File: src/rtl/lfsr_step_ctrl_if.sv
// Request/response bundle between the button/switch front end and the
// LFSR step sequencer.
interface lfsr_step_ctrl_if #(
  parameter int WIDTH = 8,
  parameter int DIV_W = 24,
  parameter int CNT_W = 16
);
  logic [WIDTH-1:0] seed;
  logic             load_req;
  logic             step_req;
  logic             burst_req;
  logic [7:0]       burst_len;
  logic             run_req;
  logic             stop_req;
  logic [DIV_W-1:0] div;
  logic             lfsr_load;
  logic [WIDTH-1:0] lfsr_data;
  logic             lfsr_en;
  logic [1:0]       state;
  logic             busy;
  logic             done;
  logic [CNT_W-1:0] step_cnt;

  modport master (
    output seed, load_req, step_req, burst_req, burst_len, run_req, stop_req, div,
    input  lfsr_load, lfsr_data, lfsr_en, state, busy, done, step_cnt
  );

  modport slave (
    input  seed, load_req, step_req, burst_req, burst_len, run_req, stop_req, div,
    output lfsr_load, lfsr_data, lfsr_en, state, busy, done, step_cnt
  );
endinterface

File: src/rtl/lfsr_step_ctrl.sv
// Sequencer for the 8-bit LFSR / hex-display datapath: turns single-cycle
// user requests into registered lfsr_load / lfsr_en strobes, pacing
// RUN and BURST stepping with a programmable prescaler.
module lfsr_step_ctrl #(
  parameter int WIDTH = 8,
  parameter int DIV_W = 24,
  parameter int CNT_W = 16
) (
  input logic             clk,
  input logic             rst,
  lfsr_step_ctrl_if.slave bus
);

  typedef enum logic [1:0] {
    IDLE  = 2'd0,
    RUN   = 2'd1,
    BURST = 2'd2
  } state_t;

  state_t           st_q, st_n;
  logic [DIV_W-1:0] pcnt_q, pcnt_n;
  logic [7:0]       rem_q, rem_n;
  logic             load_q, load_n;
  logic             en_q, en_n;
  logic             done_q, done_n;
  logic             busy_q, busy_n;
  logic [WIDTH-1:0] data_q, data_n;
  logic [CNT_W-1:0] cnt_q, cnt_n;
  logic             tick;

  // Prescaler tick uses div live so a lowered div takes effect at once
  assign tick = (pcnt_q >= bus.div);

  // Registered state and outputs
  always_ff @(posedge clk or posedge rst) begin
    if (rst) begin
      st_q   <= IDLE;
      pcnt_q <= '0;
      rem_q  <= '0;
      load_q <= 1'b0;
      en_q   <= 1'b0;
      done_q <= 1'b0;
      busy_q <= 1'b0;
      data_q <= '0;
      cnt_q  <= '0;
    end else begin
      st_q   <= st_n;
      pcnt_q <= pcnt_n;
      rem_q  <= rem_n;
      load_q <= load_n;
      en_q   <= en_n;
      done_q <= done_n;
      busy_q <= busy_n;
      data_q <= data_n;
      cnt_q  <= cnt_n;
    end
  end

  // Request arbitration (load > stop > step > burst > run), pacing and burst count
  always_comb begin
    st_n   = st_q;
    pcnt_n = pcnt_q;
    rem_n  = rem_q;
    load_n = 1'b0;
    en_n   = 1'b0;
    done_n = 1'b0;
    data_n = data_q;
    cnt_n  = cnt_q;
    if (bus.load_req) begin
      st_n   = IDLE;
      load_n = 1'b1;
      data_n = bus.seed;
      cnt_n  = '0;
      pcnt_n = '0;
    end else if (bus.stop_req && (st_q != IDLE)) begin
      st_n   = IDLE;
      pcnt_n = '0;
    end else begin
      case (st_q)
        IDLE: begin
          pcnt_n = '0;
          // The request cycle itself counts as prescaler cycle 0, so a
          // div=0 entry steps immediately and otherwise resumes at 1.
          if (bus.stop_req) begin
            st_n = IDLE;
          end else if (bus.step_req) begin
            en_n = 1'b1;
          end else if (bus.burst_req) begin
            if (bus.burst_len == '0) begin
              done_n = 1'b1;
            end else begin
              st_n = BURST;
              if (bus.div == '0) begin
                en_n  = 1'b1;
                rem_n = bus.burst_len - 8'd1;
              end else begin
                rem_n  = bus.burst_len;
                pcnt_n = DIV_W'(1);
              end
            end
          end else if (bus.run_req) begin
            st_n = RUN;
            if (bus.div == '0) en_n = 1'b1;
            else               pcnt_n = DIV_W'(1);
          end
        end
        RUN: begin
          if (tick) begin
            en_n   = 1'b1;
            pcnt_n = '0;
          end else begin
            pcnt_n = pcnt_q + DIV_W'(1);
          end
        end
        BURST: begin
          // rem reaching zero means the final step is already out; finish here
          if (rem_q == '0) begin
            st_n   = IDLE;
            done_n = 1'b1;
            pcnt_n = '0;
          end else if (tick) begin
            en_n   = 1'b1;
            rem_n  = rem_q - 8'd1;
            pcnt_n = '0;
          end else begin
            pcnt_n = pcnt_q + DIV_W'(1);
          end
        end
        default: begin
          st_n   = IDLE;
          pcnt_n = '0;
        end
      endcase
    end
    if (en_n) cnt_n = cnt_q + CNT_W'(1);
    busy_n = (st_n != IDLE);
  end

  assign bus.lfsr_load = load_q;
  assign bus.lfsr_data = data_q;
  assign bus.lfsr_en   = en_q;
  assign bus.state     = st_q;
  assign bus.busy      = busy_q;
  assign bus.done      = done_q;
  assign bus.step_cnt  = cnt_q;

endmodule

File: src/flat_wrapper.sv
// flat-port wrapper written by rule: the top's interface ports become plain ports
module lfsr_step_ctrl_flat 
#(
  parameter int WIDTH = 8,
  parameter int DIV_W = 24,
  parameter int CNT_W = 16
)
  (clk, rst, bus_seed, bus_load_req, bus_step_req, bus_burst_req, bus_burst_len, bus_run_req, bus_stop_req, bus_div, bus_lfsr_load, bus_lfsr_data, bus_lfsr_en, bus_state, bus_busy, bus_done, bus_step_cnt);
  lfsr_step_ctrl_if #(.WIDTH(WIDTH), .DIV_W(DIV_W), .CNT_W(CNT_W)) bus_i ();
  input logic clk;
  input logic rst;
  input wire logic [$bits(bus_i.seed)-1:0] bus_seed;
  input wire logic [$bits(bus_i.load_req)-1:0] bus_load_req;
  input wire logic [$bits(bus_i.step_req)-1:0] bus_step_req;
  input wire logic [$bits(bus_i.burst_req)-1:0] bus_burst_req;
  input wire logic [$bits(bus_i.burst_len)-1:0] bus_burst_len;
  input wire logic [$bits(bus_i.run_req)-1:0] bus_run_req;
  input wire logic [$bits(bus_i.stop_req)-1:0] bus_stop_req;
  input wire logic [$bits(bus_i.div)-1:0] bus_div;
  output wire logic [$bits(bus_i.lfsr_load)-1:0] bus_lfsr_load;
  output wire logic [$bits(bus_i.lfsr_data)-1:0] bus_lfsr_data;
  output wire logic [$bits(bus_i.lfsr_en)-1:0] bus_lfsr_en;
  output wire logic [$bits(bus_i.state)-1:0] bus_state;
  output wire logic [$bits(bus_i.busy)-1:0] bus_busy;
  output wire logic [$bits(bus_i.done)-1:0] bus_done;
  output wire logic [$bits(bus_i.step_cnt)-1:0] bus_step_cnt;
  assign bus_i.seed = bus_seed;
  assign bus_i.load_req = bus_load_req;
  assign bus_i.step_req = bus_step_req;
  assign bus_i.burst_req = bus_burst_req;
  assign bus_i.burst_len = bus_burst_len;
  assign bus_i.run_req = bus_run_req;
  assign bus_i.stop_req = bus_stop_req;
  assign bus_i.div = bus_div;
  assign bus_lfsr_load = bus_i.lfsr_load;
  assign bus_lfsr_data = bus_i.lfsr_data;
  assign bus_lfsr_en = bus_i.lfsr_en;
  assign bus_state = bus_i.state;
  assign bus_busy = bus_i.busy;
  assign bus_done = bus_i.done;
  assign bus_step_cnt = bus_i.step_cnt;
  lfsr_step_ctrl #(.WIDTH(WIDTH), .DIV_W(DIV_W), .CNT_W(CNT_W)) u_core (.clk(clk), .rst(rst), .bus(bus_i));
endmodule
File: config.mk
export PLATFORM = sky130hd
export DESIGN_NAME = lfsr_step_ctrl_flat
export DESIGN_NICKNAME = d
export VERILOG_FILES = /design/src/rtl/lfsr_step_ctrl_if.sv /design/src/rtl/lfsr_step_ctrl.sv /design/src/flat_wrapper.sv
export SDC_FILE = /design/constraint.sdc
export NUM_CORES = 1
export LEC_CHECK = 0
export ABC_AREA = 1
export CAP_MARGIN = 20
export CORE_MARGIN = 1
export CORE_UTILIZATION = 55
export DETAILED_ROUTE_END_ITERATION = 8
export DONT_BUFFER_PORTS = 1
export GPL_ROUTABILITY_DRIVEN = 0
export GPL_TIMING_DRIVEN = 1
export PLACE_DENSITY = 0.78
export SKIP_CTS_REPAIR_TIMING = 1
export SYNTH_ARGS = -nofsm -noshare
export SYNTH_HDL_FRONTEND = slang
export SYNTH_SLANG_ARGS = --single-unit
File: constraint.sdc
create_clock -name clk -period 3.7 [get_ports clk]
set_input_delay 0.37 -clock clk [delete_from_list [all_inputs] [get_ports clk]]
set_output_delay 0.37 -clock clk [all_outputs]
set_load 0.05 [all_outputs]
# Yosys cells after proc, flatten, opt, wreduce, memory -nomap -nowiden
# Cells that the tools add are included.
# classes
add_sub_neg	4
magnitude_cmp	1
eq_ne	8
muxes	50
n_bitwise	2
reduce_logical	10
# ops
op	count
two-way mux 24 bit	8
case mux 24 bit (3 select lines)	1
two-way mux 8 bit	7
two-way mux 16 bit	2
adder 24 x 1 -> 24 bit, second input constant	1
>= comparator 24 bit	1
zero test 24 bit	1
two-way mux 1 bit	20
adder 16 x 1 -> 16 bit, second input constant	1
zero test 8 bit	2
two-way mux 2 bit	8
case mux 8 bit (2 select lines)	1
subtractor 8 x 1 -> 8 bit, second input constant	2
!= test 2 bit, second input constant	5
AND reduction 9 bit	1
nonzero test 2 bit	4
case mux 2 bit (3 select lines)	1
case mux 1 bit (3 select lines)	1
== test 2 x 1 -> 1 bit, second input constant	1
== test 2 bit, second input constant	1
zero test 2 bit	1
!= test 2 x 1 -> 1 bit, second input constant	1
inverter 1 bit	2
case mux 1 bit (2 select lines)	1
logical AND 1 bit	1
# word_totals
regBits	62
input_bits	47
output_inout_bits	30
elab_cells	84

# Depth between registers and ports, before layout
# Gate-level depths: netlist (run 1).
# logic_depth
depth_word	10
ltp_mapped	16
depth_no_buf	15

# Least setup slack after synthesis (run 1)
# OpenSTA, ideal clock, no wires.
# synth_path
path_type	reg-to-reg
from	register u_core.cnt_q[0] (netlist: u_core.bus.step_cnt[0])
to	register u_core.cnt_q[14] (netlist: u_core.bus.step_cnt[14])
t_arrival_ns	1.804
required_ns	3.579
path_slack_ns	1.776
stages_incl_launch_ff	10
n_path_buf	0
period_less_slack_ns	1.924
path_cell_list	dfrtp_1 -> ha_1 -> nand2_1 -> nor2_1 -> nand2_1 -> nor2_1 -> nand3_1 -> xnor2_1 -> nand3_1 -> nand2_1
# synth_via
elab_chain_cells	2
# synth_lines
element	line	rtl
start, declared	lfsr_step_ctrl.sv:28	logic [CNT_W-1:0] cnt_q, cnt_n;
start signal, assigned	lfsr_step_ctrl.sv:55	cnt_q <= cnt_n;
adder 16 x 1 -> 16 bit	lfsr_step_ctrl.sv:135	if (en_n) cnt_n = cnt_q + CNT_W'(1);
two-way mux 16 bit	lfsr_step_ctrl.sv:135	
# Every way passes these cells.
# A chain may end at the register's enable or synchronous reset.

# Worst setup path in the final report (run 1)
# Ends and elaborated chain as after synthesis.

==> results.json, run 1 <==
{
  "timing.critical_path.from_type": "flip-flop",
  "max_cap_violations": 0,
  "number_of_design_rule_violations_left_by_the_first_detailed_router_iteration": 257,
  "drc": 0,
  "layout.nets": 690,
  "drt-vias-per-instance": 5.48,
  "combPwrFrac": 0.147,
  "rsz0062_at_grt": "no",
  "detailroute.via_count": 3949,
  "final-instance-count-excl-fill": 721,
  "power.ir.vdd_worst_uv": 266,
  "clock_skew_ns": 0.00759,
  "global_route_wire_length_before_repair_um": 16300,
  "clock_latency_ns": 0.33,
  "tritoncts": "done",
  "number_of_different_library_cells_in_the_post_synthesis_netlist": 41,
  "place_hpwl_um": 7610,
  "design_power_total_mw": 1.54,
  "holdWs_ns": -0.00585,
  "area_growth_pct": 5.30,
  "wl_um": 9860,
  "synth_cells": 611,
  "p_sw_mw": 0.500,
  "layout-drive-gt1-share": 0.113,
  "port_buffers": 0,
  "layout_worst_path_cycle_share": 0.603,
  "final_antenna_net_count": 0,
  "cts_max_path_buffers": 2,
  "power-per-cell-area_nw_per_um2": 325,
  "rows": 32,
  "maximum_number_of_pins_on_one_net_before_global_route_repair": 33,
  "depth_of_the_cts_h_tree": 3,
  "grt_antenna_before_repair": 0,
  "floorplan_core_area_um2": 7850,
  "worst-endpoint-arrival_ns": 2.45,
  "grt.total_usage": 0.241,
  "worst_setup_hold_path_clk_slew_ns": 0.07,
  "clock-root-buffer": "sky130_fd_sc_hd__clkbuf_8",
  "initial_utilization": 0.575,
  "drt_pre_antenna_iters": 5,
  "max_clk_rate_ghz": 0.449,
  "synth-main-ff-cell": "sky130_fd_sc_hd__dfrtp_1",
  "cp-end-kind": "flip-flop",
  "dieWidth_um": 92.6,
  "synth_enable_flop_cells": 0,
  "switching_part_of_the_total_power": 0.323,
  "fp.dieArea_um2": 8570,
  "final.setup.tns_ns": 0,
  "sequentialPowerShare": 0.513,
  "power.static_leakage_nw": 2.36,
  "via_count_of_the_first_global_routing_pass": 3690,
  "synth-seq-cells": 62,
  "hold_violations": 10,
  "multiInputGateArea_um2": 2560,
  "timing.critical_path.required_ns": 3.92,
  "grt.overflow.total": 0,
  "antenna_diodes": 0,
  "num-fill-cells": 726,
  "slew-limit-headroom": 0.478,
  "synthesis.yosys.warnings": 0,
  "die_h_um": 92.6,
  "setup.worst_path.class": "flip-flop to flip-flop",
  "syn_area_per_cell_um2": 7.39,
  "timing.critical_path.fanout_max": 6,
  "num_io_pins": 77,
  "setup_viol_count_final": 0,
  "synth_area_um2": 4510,
  "final-max-slew-violation-count": 0,
  "placed_cells": 705,
  "run_status": "finished, violations left",
  "pre_cts_slack_ns": 1.53,
  "synth_async_sr_flop_share": 1.00,
  "cts_bufs_inserted": 9,
  "mappedNetlistNets": 687,
  "yosysSeqAreaShare": 0.344,
  "worst_slack_ns": 1.47,
  "wl_per_cell_um": 13.7,
  "final_critical_delay_including_setup_and_external_delays_ns": 2.23,
  "hold_class": "input port to async pin",
  "register_area_um2": 1550,
  "clock_sinks": 62,
  "cellInternalPower_mw": 1.05,
  "worst_pin_slew_ns": 0.782,
  "violated_checks": "negative hold slack",
  "clkPwrFrac": 0.340
}
## state kept, by name, summed over array words and instances (netlist names)
| name | count |
|---|---|
| u_core.pcnt_q | 24 |
| u_core.bus.step_cnt | 16 |
| u_core.bus.lfsr_data | 8 |
| u_core.rem_q | 8 |
| u_core.bus.state | 2 |
| u_core.bus.busy | 1 |
| u_core.bus.done | 1 |
| u_core.bus.lfsr_en | 1 |
| u_core.bus.lfsr_load | 1 |
## per-layer routing
metal  share of wire  track usage  up-vias
li1                -            -     1979
met1            0.46        0.314     1814
met2            0.47        0.393      139
met3           0.058       0.0509       17
met4           0.016       0.0872        0
met5               0            0        -
## worst paths after layout
path / start / end / slack, ns / cells after the start
max: u_core.bus.step_cnt[0] / u_core.bus.step_cnt[14] / 1.47 / 9
min: rst / u_core.pcnt_q[23] / -0.006 / 1
max reg2reg: u_core.bus.step_cnt[0] / u_core.bus.step_cnt[14] / 1.47 / 9
min reg2reg: u_core.rem_q[5] / u_core.rem_q[5] / 0.52 / 2
max in group asynchronous: rst / u_core.bus.step_cnt[12] / 2.84 / 2
min in group clk: bus_load_req / u_core.bus.lfsr_load / 0.07 / 0
## worst max-delay path, stage by stage, from the launching register on
cell and delay (ns):
sky130_fd_sc_hd__dfrtp_1 0.74, sky130_fd_sc_hd__ha_1 0.30, sky130_fd_sc_hd__nand2_1 0.10, sky130_fd_sc_hd__nor2_1 0.23
sky130_fd_sc_hd__nand2_1 0.13, sky130_fd_sc_hd__nor2_1 0.16, sky130_fd_sc_hd__nand3_1 0.11, sky130_fd_sc_hd__xnor2_1 0.15
sky130_fd_sc_hd__nand3_1 0.11, sky130_fd_sc_hd__nand2_1 0.07
## power by group through the flow
stage / sequential [mW] / combinational, mW / clock [mW]
after floorplan: 0.795 / 0.191 / 0
after detailed placement: 0.803 / 0.227 / 0
after global placement: 0.802 / 0.218 / 0
after CTS: 0.791 / 0.228 / 0.533
after global routing: 0.796 / 0.261 / 0.565
final: 0.792 / 0.227 / 0.526
## synthesized netlist by cell type, types with 8 or more instances
| cell | n | area share |
|---|---|---|
| sky130_fd_sc_hd__o21ai_0 | 19 | 0.021 |
| sky130_fd_sc_hd__nor3_1 | 16 | 0.018 |
| sky130_fd_sc_hd__a21oi_1 | 13 | 0.014 |
| sky130_fd_sc_hd__nand2_2 | 8 | 0.011 |
| sky130_fd_sc_hd__nand4_1 | 18 | 0.025 |
| sky130_fd_sc_hd__nor2_1 | 64 | 0.053 |
| sky130_fd_sc_hd__inv_2 | 16 | 0.013 |
| sky130_fd_sc_hd__ha_1 | 29 | 0.080 |
| sky130_fd_sc_hd__nand2_1 | 161 | 0.13 |
| sky130_fd_sc_hd__nand3_2 | 9 | 0.020 |
| sky130_fd_sc_hd__xnor2_1 | 8 | 0.016 |
| sky130_fd_sc_hd__nand3_1 | 42 | 0.047 |
| sky130_fd_sc_hd__xor2_1 | 17 | 0.033 |
| sky130_fd_sc_hd__inv_1 | 70 | 0.058 |
| sky130_fd_sc_hd__dfrtp_1 | 62 | 0.34 |
## per-stage QoR
stage | utilization | cell area (um^2)
2_1_floorplan | - | 4510
3_3_place_gp | 0.583 | 4580
3_5_place_dp | 0.583 | 4580
4_1_cts | 0.606 | 4750
5_1_grt | 0.606 | 4750
6_report | 0.606 | 4750
## cell usage in the layout (no fill, tap or decap), types with 8 or more instances in the layout
cell type                  netlist  final
sky130_fd_sc_hd__nand2_1       161    161
sky130_fd_sc_hd__dfrtp_1        62     62
sky130_fd_sc_hd__xor2_1         17     17
sky130_fd_sc_hd__clkbuf_8        0     10
sky130_fd_sc_hd__nand3_1        42     42
sky130_fd_sc_hd__a21oi_1        13     13
sky130_fd_sc_hd__nand4_1        18     18
sky130_fd_sc_hd__nand3_2         9      9
sky130_fd_sc_hd__nor3_1         16     16
sky130_fd_sc_hd__xnor2_1         8      8
sky130_fd_sc_hd__o21ai_0        19     19
sky130_fd_sc_hd__ha_1           29     29
sky130_fd_sc_hd__nand2_2         8      8
sky130_fd_sc_hd__nor2_1         64     64
sky130_fd_sc_hd__inv_2          16     17
sky130_fd_sc_hd__inv_1          70     69
## cell type report
cell class / instances / area share
inverter: 87 / 0.0687
multi-input combinational: 453 / 0.539
timing repair buffer: 1 / 0.00158
clock buffer: 10 / 0.0290
clock inverter: 6 / 0.00790
sequential: 62 / 0.326
tap: 102 / 0.0269
## kinds of logic (layout without fill, tap and decap cells)
family | after synthesis | count (layout) | share of synthesized area
fa+ha+maj | 29 | 29 | 0.0804
flops | 62 | 62 | 0.344
buf+inv | 96 | 104 | 0.0882
simple gates | 348 | 348 | 0.372
xor+xnor | 25 | 25 | 0.0485
compound gates | 51 | 51 | 0.0671
(Power assumes the default switching activity.)
==> inputs of run 2 (changes only) <==
==> constraint.sdc (replaced) <==
create_clock -name clk -period 2.1 [get_ports clk]
set_input_delay 0.21 -clock clk [delete_from_list [all_inputs] [get_ports clk]]
set_output_delay 0.21 -clock clk [all_outputs]
set_load 0.05 [all_outputs]
==> results.json, run 2 (synthesis gave the netlist of run 1 again) <==
{
  "hold_class": "input port to flip-flop",
  "timing.critical_path.fanout_max": 4,
  "num_io_pins": 77,
  "layout.nets": 739,
  "grt.overflow.total": 0,
  "setup_viol_count_final": 0,
  "worst_slack_ns": 0.0991,
  "power.ir.vdd_worst_uv": 491,
  "antenna_diodes": 0,
  "final_cell_mix": "sky130_fd_sc_hd__nand2_1 (160), sky130_fd_sc_hd__inv_1 (67), sky130_fd_sc_hd__nor2_1 (61)",
  "detailroute.via_count": 4186,
  "hold_violations": 2,
  "drc": 0,
  "setup.worst_path.class": "flip-flop to flip-flop",
  "reg2regPathDepth": 10,
  "rows": 32,
  "grt.total_usage": 0.257,
  "maximum_number_of_pins_on_one_net_before_global_route_repair": 26,
  "number_of_design_rule_violations_left_by_the_first_detailed_router_iteration": 302,
  "max_clk_rate_ghz": 0.500,
  "holdWs_ns": -0.0123,
  "place_hpwl_um": 7780,
  "area_growth_pct": 15.7,
  "registers.top_by_ff_count": "u_core.pcnt_q",
  "worst-r2r-setup-slack_ns": 0.1,
  "grt_antenna_before_repair": 0,
  "clock_skew_ns": 0.0153,
  "pre_cts_slack_ns": -0.00397,
  "worst_setup_hold_path_clk_slew_ns": 0.08,
  "worst-endpoint-arrival_ns": 2.24,
  "clock_latency_ns": 0.35,
  "initial_utilization": 0.575,
  "clock-root-buffer": "sky130_fd_sc_hd__clkbuf_8",
  "end_of_the_worst_register_to_register_path": "u_core.pcnt_q[20]",
  "fp.dieArea_um2": 8570,
  "hold_path_depth": 2,
  "multiInputGateArea_um2": 2630,
  "placement.cell_area_um2": 4760,
  "max_cap_violations": 0,
  "final_critical_delay_including_setup_and_external_delays_ns": 2.00,
  "tritoncts": "done",
  "floorplan_core_area_um2": 7850,
  "layout-drive-gt1-share": 0.183,
  "cp-end-kind": "flip-flop",
  "cts_max_path_buffers": 2,
  "design_power_total_mw": 2.87,
  "num-fill-cells": 651,
  "clock_sinks": 62,
  "final_cell_area_um2": 5220,
  "worst_pin_slew_ns": 0.529,
  "power.static_leakage_nw": 2.63,
  "violated_checks": "negative hold slack",
  "rr_startpoint": "u_core.pcnt_q[1]",
  "global_route_wire_length_before_repair_um": 17400,
  "die_h_um": 92.6,
  "slew-limit-headroom": 0.647,
  "timing.critical_path.from_type": "flip-flop",
  "drt_pre_antenna_iters": 5,
  "layout_commonest_cell": "sky130_fd_sc_hd__nand2_1",
  "wl_um": 10800,
  "power-per-cell-area_nw_per_um2": 551,
  "wl_per_cell_um": 14.1,
  "final-max-slew-violation-count": 0,
  "dieWidth_um": 92.6,
  "final_antenna_net_count": 0,
  "number_of_flip_flops_under_the_largest_register_name": 24,
  "register_area_um2": 1550,
  "timing.critical_path.required_ns": 2.34,
  "layout_worst_path_cycle_share": 0.953,
  "drt-vias-per-instance": 5.44,
  "holdPathEnd": "u_core.bus.lfsr_data[6]",
  "run_status": "finished, violations left",
  "depth_of_the_cts_h_tree": 3,
  "port_buffers": 0,
  "cts_bufs_inserted": 9,
  "via_count_of_the_first_global_routing_pass": 3901,
  "startpoint_of_the_tightest_hold_check_path": "bus_load_req"
}
[run 2: changes by cell type in the layout (fill, tap and decap cells not counted), moves of 3 or more]
cell,change
sky130_fd_sc_hd__nand2_4,+4
sky130_fd_sc_hd__nor2_2,+3
sky130_fd_sc_hd__nor2_1,-3
sky130_fd_sc_hd__buf_4,+40
sky130_fd_sc_hd__dlygate4sd3_1,+7
[run 2: where the power goes]
part           total [mW]  leakage (nW)  switching (mW)  internal, mW
clock network        1.03        0.0952           0.459         0.570
logic               0.464          1.70           0.296         0.168
registers            1.38         0.833           0.127          1.25
total                2.87          2.63           0.883          1.99
[run 2: metrics by stage]
stage | hold slack, ns | std cells | util | TNS (ns)
6_report | -0.0123 | 769 | 0.665 | 0
5_1_grt | 0.00596 | 769 | 0.665 | -0.0781
4_1_cts | -0.222 | 744 | 0.630 | -0.0139
3_5_place_dp | 0.140 | 729 | 0.606 | -0.00397
3_3_place_gp | 0.137 | 729 | 0.606 | 0
2_1_floorplan | 0.241 | 611 | - | 0
[run 2: worst max path at each step]
stage,startpoint,end,slack [ns],cells past startpoint
3_3_place_gp,u_core.pcnt_q[15],u_core.pcnt_q[18],0.14,11
3_5_place_dp,u_core.pcnt_q[15],u_core.pcnt_q[17],-0.004,9
6_report,u_core.pcnt_q[1],u_core.pcnt_q[20],0.1,10
4_1_cts,u_core.pcnt_q[15],u_core.pcnt_q[17],-0.01,9
2_1_floorplan,u_core.bus.step_cnt[0],u_core.bus.step_cnt[14],0.18,9
5_1_grt,u_core.pcnt_q[1],u_core.pcnt_q[20],-0.05,10
[run 2: final cells by class]
class                      instances  share of cell area
clock buffer                      11              0.0271
clock inverter                     4             0.00911
inverter                          87              0.0626
multi-input combinational        454               0.503
sequential                        62               0.298
tap                              102              0.0244
timing repair buffer              49              0.0762
[run 2: worst max-delay path: stages (launching register included)]
cell and delay [ns]:
sky130_fd_sc_hd__dfrtp_1 0.42, sky130_fd_sc_hd__ha_1 0.20, sky130_fd_sc_hd__nand2_1 0.10, sky130_fd_sc_hd__nor3_2 0.25, sky130_fd_sc_hd__nand2_1 0.16, sky130_fd_sc_hd__nor2_1 0.16, sky130_fd_sc_hd__nand2_1 0.08, sky130_fd_sc_hd__nor2_1 0.19
sky130_fd_sc_hd__nand2_1 0.13, sky130_fd_sc_hd__o21ai_0 0.17, sky130_fd_sc_hd__nor2_1 0.06
[run 2: per-layer routing]
metal	vias to the layer above	GRT usage	wire, um
li1	2079	-	-
met1	1937	0.327	4640
met2	150	0.434	5320
met3	20	0.0640	694
met4	0	0.0664	158
met5	-	0	0
